**config.mk**
```make
export PLATFORM = sky130hd
export DESIGN_NAME = uart_bus_ctrl
export DESIGN_NICKNAME = d
export VERILOG_FILES = /design/src/rtl/uart_pkg.sv /design/src/rtl/uart_fifo.sv /design/src/rtl/uart_bus_ctrl.sv
export SDC_FILE = /design/constraint.sdc
export NUM_CORES = 1
export LEC_CHECK = 0
export ABC_AREA = 1
export CAP_MARGIN = 25
export CORE_MARGIN = 10
export CORE_UTILIZATION = 30
export CTS_CLUSTER_SIZE = 16
export DETAILED_ROUTE_END_ITERATION = 12
export SETUP_SLACK_MARGIN = 0.2
export SLEW_MARGIN = 20
export SYNTH_ARGS = -nofsm -noshare
export SYNTH_HDL_FRONTEND = slang
export SYNTH_SLANG_ARGS = --single-unit
```
**constraint.sdc**
```tcl
create_clock -name sysclk -period 2.4 [get_ports sysclk]
set_input_delay 0.72 -clock sysclk [delete_from_list [all_inputs] [get_ports sysclk]]
set_output_delay 0.72 -clock sysclk [all_outputs]
set_load 0.01 [all_outputs]
```
**src/rtl/uart_pkg.sv**
```systemverilog
// Shared register map, CON bit positions and TX sequencer state encodings
// for the UART bus controller.
package uart_pkg;

   localparam logic [31:0] TXD_OFF = 32'h0000_0000;
   localparam logic [31:0] RXD_OFF = 32'h0000_0004;
   localparam logic [31:0] CON_OFF = 32'h0000_0008;

   localparam int CON_TX_IRQ_EN  = 0;
   localparam int CON_RX_IRQ_EN  = 1;
   localparam int CON_TX_EMPTY   = 2;
   localparam int CON_RX_NEMPTY  = 3;
   localparam int CON_TX_OVF     = 4;
   localparam int CON_RX_OVR     = 5;

   typedef enum logic [1:0] {
      TX_IDLE = 2'd0,
      TX_REQ  = 2'd1,
      TX_BUSY = 2'd2
   } tx_state_e;

endpackage

```
**src/rtl/uart_fifo.sv**
```systemverilog
// Circular FIFO, head visible combinationally on dout; push/pop commit at the edge.
// A pop on a full FIFO frees the slot for a same-cycle push; a pop on empty is ignored.
module uart_fifo #(
   parameter int WIDTH = 8,
   parameter int DEPTH = 4
) (
   input  logic                   clk,
   input  logic                   rst_n,
   input  logic                   push,
   input  logic                   pop,
   input  logic [WIDTH-1:0]       din,
   output logic [WIDTH-1:0]       dout,
   output logic                   full,
   output logic                   empty,
   output logic [$clog2(DEPTH):0] count
);
   localparam int AW = $clog2(DEPTH);

   logic [WIDTH-1:0] mem_q [DEPTH];
   logic [AW-1:0]    wr_ptr_q;
   logic [AW-1:0]    rd_ptr_q;
   logic [AW:0]      count_q;
   logic [AW:0]      count_d;
   logic             do_push;
   logic             do_pop;

   assign empty   = (count_q == '0);
   assign full    = (count_q == (AW+1)'(DEPTH));
   assign do_pop  = pop & ~empty;
   assign do_push = push & (~full | do_pop);
   assign dout    = mem_q[rd_ptr_q];
   assign count   = count_q;

   always_comb begin
      count_d = count_q;
      if (do_push && !do_pop) begin
         count_d = count_q + (AW+1)'(1);
      end else if (do_pop && !do_push) begin
         count_d = count_q - (AW+1)'(1);
      end
   end

   // Pointers are AW bits wide, so they wrap modulo DEPTH for free.
   always_ff @(posedge clk or negedge rst_n) begin
      if (!rst_n) begin
         wr_ptr_q <= '0;
         rd_ptr_q <= '0;
         count_q  <= '0;
         for (int i = 0; i < DEPTH; i++) begin
            mem_q[i] <= '0;
         end
      end else begin
         if (do_push) begin
            mem_q[wr_ptr_q] <= din;
            wr_ptr_q        <= wr_ptr_q + AW'(1);
         end
         if (do_pop) begin
            rd_ptr_q <= rd_ptr_q + AW'(1);
         end
         count_q <= count_d;
      end
   end

endmodule

```
**src/rtl/uart_bus_ctrl.sv**
```systemverilog
// Memory-mapped UART front end: TX/RX FIFOs, CON register and TX handshake sequencer.
// Reads are combinational; a full TX FIFO drops writes (tx_overflow), a full RX FIFO drops bytes (rx_overrun).
module uart_bus_ctrl
   import uart_pkg::*;
#(
   parameter int          DEPTH = 4,
   parameter logic [31:0] BASE  = 32'h4000_0018
) (
   input  logic        sysclk,
   input  logic        reset,
   input  logic [31:0] addr,
   input  logic [31:0] wdata,
   input  logic        mem_read,
   input  logic        mem_write,
   output logic [31:0] rdata,
   output logic        irq,
   output logic [7:0]  tx_data,
   output logic        tx_ctrl,
   input  logic        tx_status,
   input  logic [7:0]  rx_data,
   input  logic        rx_status
);
   localparam int CW = $clog2(DEPTH) + 1;

   tx_state_e     state_q, state_d;
   logic [1:0]    irq_en_q, irq_en_d;
   logic          tx_ovf_q, tx_ovf_d;
   logic          rx_ovr_q, rx_ovr_d;
   logic          rx_prev_q;
   logic [7:0]    tx_data_q, tx_data_d;
   logic          hit_txd, hit_rxd, hit_con;
   logic          tx_push, tx_pop, tx_full, tx_empty;
   logic          rx_push, rx_pop, rx_full, rx_empty;
   logic [7:0]    tx_head, rx_head;
   logic [CW-1:0] tx_count, rx_count;
   logic [31:0]   con_val;
   logic          unused_ok;

   assign hit_txd = (addr == BASE + TXD_OFF);
   assign hit_rxd = (addr == BASE + RXD_OFF);
   assign hit_con = (addr == BASE + CON_OFF);

   assign tx_push = mem_write & hit_txd;
   assign rx_pop  = mem_read & hit_rxd;
   assign rx_push = rx_status & ~rx_prev_q;

   uart_fifo #(.WIDTH(8), .DEPTH(DEPTH)) u_tx_fifo (
      .clk(sysclk), .rst_n(reset), .push(tx_push), .pop(tx_pop), .din(wdata[7:0]),
      .dout(tx_head), .full(tx_full), .empty(tx_empty), .count(tx_count)
   );

   uart_fifo #(.WIDTH(8), .DEPTH(DEPTH)) u_rx_fifo (
      .clk(sysclk), .rst_n(reset), .push(rx_push), .pop(rx_pop), .din(rx_data),
      .dout(rx_head), .full(rx_full), .empty(rx_empty), .count(rx_count)
   );

   // Clear-on-read applies first so a set event in the same cycle survives.
   always_comb begin
      irq_en_d = (mem_write && hit_con) ? wdata[1:0] : irq_en_q;
      tx_ovf_d = (tx_ovf_q & ~(mem_read & hit_con)) | (tx_push & tx_full & ~tx_pop);
      rx_ovr_d = (rx_ovr_q & ~(mem_read & hit_con)) | (rx_push & rx_full & ~rx_pop);
   end

   always_comb begin
      con_val                = '0;
      con_val[CON_TX_IRQ_EN] = irq_en_q[0];
      con_val[CON_RX_IRQ_EN] = irq_en_q[1];
      con_val[CON_TX_EMPTY]  = tx_empty;
      con_val[CON_RX_NEMPTY] = ~rx_empty;
      con_val[CON_TX_OVF]    = tx_ovf_q;
      con_val[CON_RX_OVR]    = rx_ovr_q;
   end

   always_comb begin
      rdata = '0;
      if (mem_read) begin
         if (hit_rxd && !rx_empty) begin
            rdata = {24'b0, rx_head};
         end else if (hit_con) begin
            rdata = con_val;
         end
      end
   end

   always_ff @(posedge sysclk or negedge reset) begin
      if (!reset) begin
         state_q   <= TX_IDLE;
         irq_en_q  <= '0;
         tx_ovf_q  <= 1'b0;
         rx_ovr_q  <= 1'b0;
         rx_prev_q <= 1'b0;
         tx_data_q <= '0;
      end else begin
         state_q   <= state_d;
         irq_en_q  <= irq_en_d;
         tx_ovf_q  <= tx_ovf_d;
         rx_ovr_q  <= rx_ovr_d;
         rx_prev_q <= rx_status;
         tx_data_q <= tx_data_d;
      end
   end

   always_comb begin
      state_d = state_q;
      case (state_q)
         TX_IDLE: if (!tx_empty && tx_status) state_d = TX_REQ;
         TX_REQ:  if (!tx_status)             state_d = TX_BUSY;
         TX_BUSY: if (tx_status)              state_d = TX_IDLE;
         default:                             state_d = TX_IDLE;
      endcase
   end

   // The byte is latched on entry to REQ and held until the next send starts.
   always_comb begin
      tx_ctrl   = (state_q == TX_REQ);
      tx_pop    = (state_q == TX_BUSY) && tx_status;
      tx_data_d = ((state_q == TX_IDLE) && (state_d == TX_REQ)) ? tx_head : tx_data_q;
   end

   assign tx_data   = tx_data_q;
   assign irq       = (irq_en_q[1] & ~rx_empty) |
                      (irq_en_q[0] & tx_empty & (state_q == TX_IDLE));
   assign unused_ok = ^{tx_count, rx_count, wdata[31:8]};

endmodule

```
==> results.ini, run 1 <==
[critical_path]
reg2reg_depth = 12
crit_path_end_kind = output port
crit_path_max_fanout = 6
crit_family = simple AND/OR/NAND/NOR gates
crit_path_end = rdata[3]
required_ns = 1.68
cpMaxStageDelayCell = and2_4
cp_num_buf_inv = 4
worstSetupPathType = in2out
cp_num_cells = 12
setup.worst_path.start = addr[14]
r2r_start = u_tx_fifo.count[1]$_DFFE_PN0P_
critPathLaunchType = primary input
crit_chain = buf_6 -> inv_2 -> nand2_2 -> nor2_4 -> nand2_2 -> nor2_4 -> and2_4 -> buf_6 -> nand2_8 -> nor2_4 -> a21oi_4 -> buf_6
critPathArrivalTime_ns = 1.90
slowest_delay_ns = 0.19
reg2reg_slack_ns = 0.13
r2r_end = u_tx_fifo.count[1]$_DFFE_PN0P_

[outcome]
violations = negative setup slack
outcome = complete, but fails checks

[cells_and_area]
final_nets = 884
area_growth_pct = 41.7
drive_gt1_share_pct = 32.1
finalNonFillerCells = 1017
fin_area_mm2 = 0.00730
n_antenna_cell = 0

[drt]
dr_wl_met2_um = 7050
routed.top_layer = met4
wl_met3_um = 807
drcViolationCount = 0
drt_first_pass_iters = 5
wire_per_inst_um = 14.7
wirelength_um = 14900
vias = 4765
ant_nets = 0
drt_iter0_drc = 331
viasPerCell = 4.69
wl_met1_um = 6780

[clocking]
clockBufferDepth = 2
clock_sinks = 93
cts_tree = yes
root_buffer = clkbuf_16
cts_buffers = 9
clk_latency_ns = 0.34
clk_pin_slew_ns = 0.06
htreeDepth = 3

[placed_design]
io_buffers = 71
dpl.cell_count = 980
gp_congestion = 0.839
postPlaceCellArea_mm2 = 0.00664
dp_slack_ns = -1.07
dp_hpwl_um = 10600

[min_path]
worstHoldPathType = in2async

[synth]
synthCells = 644
synth_compound_area_share_pct = 7.60
synthAdderAreaFrac_pct = 3.21
synth_edf_count = 0
synthXorXnorAreaFrac_pct = 1.19
synth_flop_cell = dfrtp_1
syn_area_per_cell_um2 = 8.00
synth-simple-area-share_pct = 31.0
async_flop_share_pct = 100
yosysSeqAreaShare_pct = 45.2
yosysUniqueCellTypes = 37
synth_mux_area_share_pct = 0.437
syn_area_mm2 = 0.00515
synth-seq-cells = 93
ys_warn_count = 0
synth_top_family_by_area = simple AND/OR/NAND/NOR gates

[grt]
overflow = 0
grt_usage_pct = 13.2
grt_pass1_vias = 4784
antenna_found_initial = 0
grt_pass1_wl_um = 24200
grt_start_max_net_pins = 39

[die]
rows = 47
die_area_mm2 = 0.0228
die-width_um = 151
core_mm2 = 0.0167
num_io_pins = 120
start_util_pct = 30.9
die_h_um = 151

[sta]
fin_ws_ns = -0.220
finClkSkew_ns = 0.00527
fin_crit_ns = 2.62
setup_viol = 12
hold_ws_ns = 0.307
rsz0062_at_grt = yes
finalHoldViolCount = 0
fin_tns_setup_ns = -1.61
worst_pin_slew_ns = 0.570
final_max_slew_viol_count = 0
fmax_ghz = 0.382
max_slew_margin_pct = 62.0
final.period_utilization_pct = 109

[pwr]
p_per_area_mw_per_mm2 = 618
p_leak_nw = 3.67
vdd_drop_max_uv = 332

[job]
drv_cap = 0

-- synthesized netlist by cell type (3+ instances only) --
cell type	instances	area share (%)
buf_4	27	3.9
inv_1	49	3.6
clkbuf_1	13	0.95
nand2_2	3	0.36
o32ai_1	8	1.4
clkinv_1	3	0.22
nand3_2	6	1.2
nor2_1	59	4.3
ha_1	10	2.4
nand2_1	189	14
buf_2	12	1.2
buf_6	6	1.3
nor2_2	3	0.36
dfrtp_1	93	45
a22oi_1	5	0.73
nand4_1	70	8.5
a21oi_1	16	1.6
nand3_1	11	1.1
o21ai_0	35	3.4
xor2_1	5	0.85
-- layout make-up --
cell class / instances / area, um2
clock buffer: 13 / 270
timing repair buffer: 175 / 1520
inverter: 53 / 208
clock inverter: 1 / 30.0
sequential: 93 / 2330
multi-input combinational: 462 / 2670
fill: 1691 / 9400
tap: 220 / 275
-- where the power goes --
part / switching [mW] / internal (mW) / leakage [nW] / total [mW]
Combinational: 0.692 / 0.523 / 2.27 / 1.22
Clock: 0.568 / 0.882 / 0.148 / 1.45
Sequential: 0.125 / 1.72 / 1.26 / 1.85
Total: 1.39 / 3.13 / 3.67 / 4.51
-- layer usage --
layer / track usage, % / vias up
li1: - / 2387
met1: 17.3 / 2222
met2: 21.2 / 134
met3: 3.34 / 22
met4: 3.95 / 0
met5: 0 / -
-- worst min-delay path by stage --
stage / slack, ns / end / from / cells after the start
2_1_floorplan: 0.42 / irq_en_q[0]$_DFFE_PN0P_ / reset / 0
3_3_place_gp: 0.45 / u_tx_fifo.mem_q[8]$_DFFE_PN0P_ / u_tx_fifo.mem_q[8]$_DFFE_PN0P_ / 2
3_5_place_dp: 0.45 / u_tx_fifo.mem_q[14]$_DFFE_PN0P_ / u_tx_fifo.mem_q[14]$_DFFE_PN0P_ / 2
4_1_cts: 0.32 / u_rx_fifo.mem_q[12]$_DFFE_PN0P_ / reset / 1
5_1_grt: 0.33 / u_rx_fifo.mem_q[18]$_DFFE_PN0P_ / reset / 1
6_report: 0.31 / u_rx_fifo.mem_q[18]$_DFFE_PN0P_ / reset / 1
-- metrics by stage --
| stage | util [%] | power [mW] |
|---|---|---|
| global route | 43.7 | 4.80 |
| floorplan | - | 2.58 |
| CTS | 42.2 | 4.52 |
| finish | 43.7 | 4.51 |
| global placement | 39.7 | 3.06 |
| detailed placement | 39.7 | 3.07 |
-- what timing repair did --
item / in CTS / in global routing
resized for setup: 200 / 47
pin swaps: 44 / 36
cloned: 0 / 1
buffers inserted: 17 / 5
hold buffers: 0 / 0
setup endpoints to repair: 80 / 66
-- registers in the layout, indices dropped and copies added, names as in the netlist --
name and cells:
u_rx_fifo.count 3, rx_prev_q 1, irq_en_q 2, u_tx_fifo.count 3, u_rx_fifo.wr_ptr_q 2, u_tx_fifo.mem_q 32, rx_ovr_q 1, u_tx_fifo.rd_ptr_q 2
state_q 2, tx_ovf_q 1, u_rx_fifo.mem_q 32, u_tx_fifo.wr_ptr_q 2, tx_data 8, u_rx_fifo.rd_ptr_q 2
-- layout by cell type (no fill, tap or decap), types with 3 or more instances in the layout --
master | synthesis | final
dfrtp_1 | 93 | 93
nand2_4 | 0 | 6
buf_6 | 6 | 29
nand3_2 | 6 | 6
nand4_1 | 70 | 70
ha_1 | 10 | 8
inv_4 | 0 | 3
xor2_1 | 5 | 5
buf_4 | 27 | 91
inv_1 | 49 | 28
o21ai_2 | 0 | 6
clkbuf_16 | 0 | 10
o21ai_0 | 35 | 28
nand2_2 | 3 | 19
nand3_1 | 11 | 7
o32ai_1 | 8 | 8
clkdlybuf4s50_1 | 0 | 27
inv_2 | 1 | 19
a21oi_1 | 16 | 11
conb_1 | 1 | 24
a21oi_2 | 0 | 4
clkbuf_8 | 0 | 3
a22oi_1 | 5 | 5
buf_12 | 0 | 4
nand3_4 | 0 | 4
nor2_1 | 59 | 49
nor2_4 | 1 | 12
nand2_1 | 189 | 166
buf_2 | 12 | 20
-- logic make-up (layout without fill, tap and decap cells) --
| logic type | count (synthesis) | count (layout) |
|---|---|---|
| AO/OA/AOI/OAI | 67 | 67 |
| other | 1 | 24 |
| buffers and inverters | 112 | 242 |
| adder cells (fa/ha/maj) | 12 | 12 |
| XOR/XNOR | 7 | 7 |
| flip-flops | 93 | 93 |
| AND/OR/NAND/NOR | 350 | 350 |
| multiplexers | 2 | 2 |
No activity file was read; power rests on OpenSTA's default activity.
==> run 2: changes to the inputs <==
- CORE_MARGIN: 10 -> unset
==> results.ini, run 2 (synthesis gave the netlist of run 1 again) <==
[drt]
ant_nets = 0
dr_wl_met2_um = 6660
vias = 4823
wl_met1_um = 6600
drt_first_pass_iters = 5
wl_met3_um = 724
wire_per_inst_um = 14.0
viasPerCell = 4.76
drt_iter0_drc = 335
drcViolationCount = 0
routed.top_layer = met4
wirelength_um = 14200

[die]
rows = 47
die_area_mm2 = 0.0177
die-width_um = 133
die_h_um = 133
num_io_pins = 120
start_util_pct = 30.9
core_mm2 = 0.0167

[sta]
finClkSkew_ns = 0.00823
fin_ws_ns = -0.196
max_slew_margin_pct = 59.3
final_max_slew_viol_count = 0
fin_crit_ns = 2.60
final.period_utilization_pct = 108
finalHoldViolCount = 0
rsz0062_at_grt = yes
fin_tns_setup_ns = -1.51
worst_pin_slew_ns = 0.610
fmax_ghz = 0.385
setup_viol = 11

[pwr]
p_leak_nw = 3.63
power.internal_mw = 3.04
p_seq_share_pct = 41.9
p_per_area_mw_per_mm2 = 620
combPwrFrac_pct = 26.7
p_sw_mw = 1.42
vdd_drop_max_uv = 454
swShare_pct = 31.9
clockPowerShare_pct = 31.4

[clocking]
cts_tree = yes
htreeDepth = 3
cts_buffers = 9
clockBufferDepth = 2
clk_latency_ns = 0.35
root_buffer = clkbuf_16
clk_pin_slew_ns = 0.06
hold_buffers = 0
clock_sinks = 93

[cells_and_area]
fin_area_mm2 = 0.00720
n_antenna_cell = 0
seq_area_mm2 = 0.00233
most-common-layout-cells = 170 x nand2_1, 93 x dfrtp_1, 88 x buf_4
area_growth_pct = 39.7
mostFrequentLayoutCell = nand2_1
finalNonFillerCells = 1014
drive_gt1_share_pct = 31.1
utilization_pct = 43.1
final_nets = 880
multi_input_area_mm2 = 0.00264
fillCellCount = 1672

[critical_path]
worstSetupPathType = in2out
critPathArrivalTime_ns = 1.88
critPathMostFrequentCell = buf_6
required_ns = 1.68
cpMaxStageDelayCell = and2_4
crit_path_end_kind = output port
critPathLaunchType = primary input
crit_chain = buf_6 -> inv_2 -> nand2_1 -> nor2_1 -> nand2_1 -> nor2_2 -> and2_4 -> buf_6 -> nand2_8 -> nor2_4 -> a21oi_4 -> buf_6
crit_path_max_fanout = 6
slowest_delay_ns = 0.19

[grt]
overflow = 0
grt_pass1_wl_um = 22900
grt_start_max_net_pins = 39
grt_pass1_vias = 4557
antenna_found_initial = 0
grt_usage_pct = 16.4

[min_path]
worstHoldPathType = in2async

[placed_design]
dp_hpwl_um = 9510
dpl.cell_count = 970
postPlaceCellArea_mm2 = 0.00655
io_buffers = 71
gp_congestion = 0.797
dp_slack_ns = -1.08

[outcome]
violations = negative setup slack
outcome = complete, but fails checks

[job]
drv_cap = 0

[run 2: final timing paths]
kind | start | end | slack [ns] | cells past startpoint
setup / recovery | addr[8] | rdata[3] | -0.20 | 12
max in group asynchronous | reset | tx_data[0]$_DFFE_PN0P_ | 1.50 | 2
min in group sysclk | u_tx_fifo.mem_q[8]$_DFFE_PN0P_ | u_tx_fifo.mem_q[8]$_DFFE_PN0P_ | 0.47 | 2
hold / removal | reset | u_rx_fifo.wr_ptr_q[0]$_DFFE_PN0P_ | 0.29 | 1
setup reg to reg | u_tx_fifo.count[1]$_DFFE_PN0P_ | u_tx_fifo.count[1]$_DFFE_PN0P_ | 0.18 | 11
hold reg to reg | u_tx_fifo.mem_q[8]$_DFFE_PN0P_ | u_tx_fifo.mem_q[8]$_DFFE_PN0P_ | 0.47 | 2
[run 2: power groups by stage]
stage               sequential [mW]  clock [mW]  combinational, mW
floorplan                      1.86           0              0.721
global placement               1.89           0               1.13
detailed placement             1.90           0               1.13
CTS                            1.87        1.42               1.14
global route                   1.90        1.49               1.34
finish                         1.87        1.40               1.19
[run 2: cell type report]
class                      instances  area share, %
inverter                          53           2.89
clock buffer                       9           3.13
timing repair buffer             171           20.3
sequential                        93           32.3
tap                              220           3.82
clock inverter                     6          0.765
multi-input combinational        462           36.7
[run 2: worst max-delay path: cells and delay by family]
kind,cells,cell delay [ns]
AND/OR/NAND/NOR,7,0.74
buffers and inverters,4,0.36
AO/OA/AOI/OAI,1,0.04
[run 2: stage by stage]
| stage | total power [mW] | hold WS, ns |
|---|---|---|
| 2_1_floorplan | 2.58 | 0.424 |
| 3_3_place_gp | 3.02 | 0.449 |
| 3_5_place_dp | 3.03 | 0.456 |
| 4_1_cts | 4.44 | 0.299 |
| 5_1_grt | 4.73 | 0.312 |
| 6_report | 4.46 | 0.293 |
[run 2: repair_timing]
action / 4_1_cts / 5_1_grt
resized for setup: 198 / 34
endpoints found under the setup margin: 80 / 77
buffers inserted: 14 / 13
pin swaps: 40 / 12
cloned: 0 / 2
[run 2: routing by layer]
| layer | vias to the layer above | track usage [%] |
|---|---|---|
| li1 | 2384 | - |
| met1 | 2276 | 22.6 |
| met2 | 146 | 25.5 |
| met3 | 17 | 2.30 |
| met4 | 0 | 7.28 |
| met5 | - | 0 |
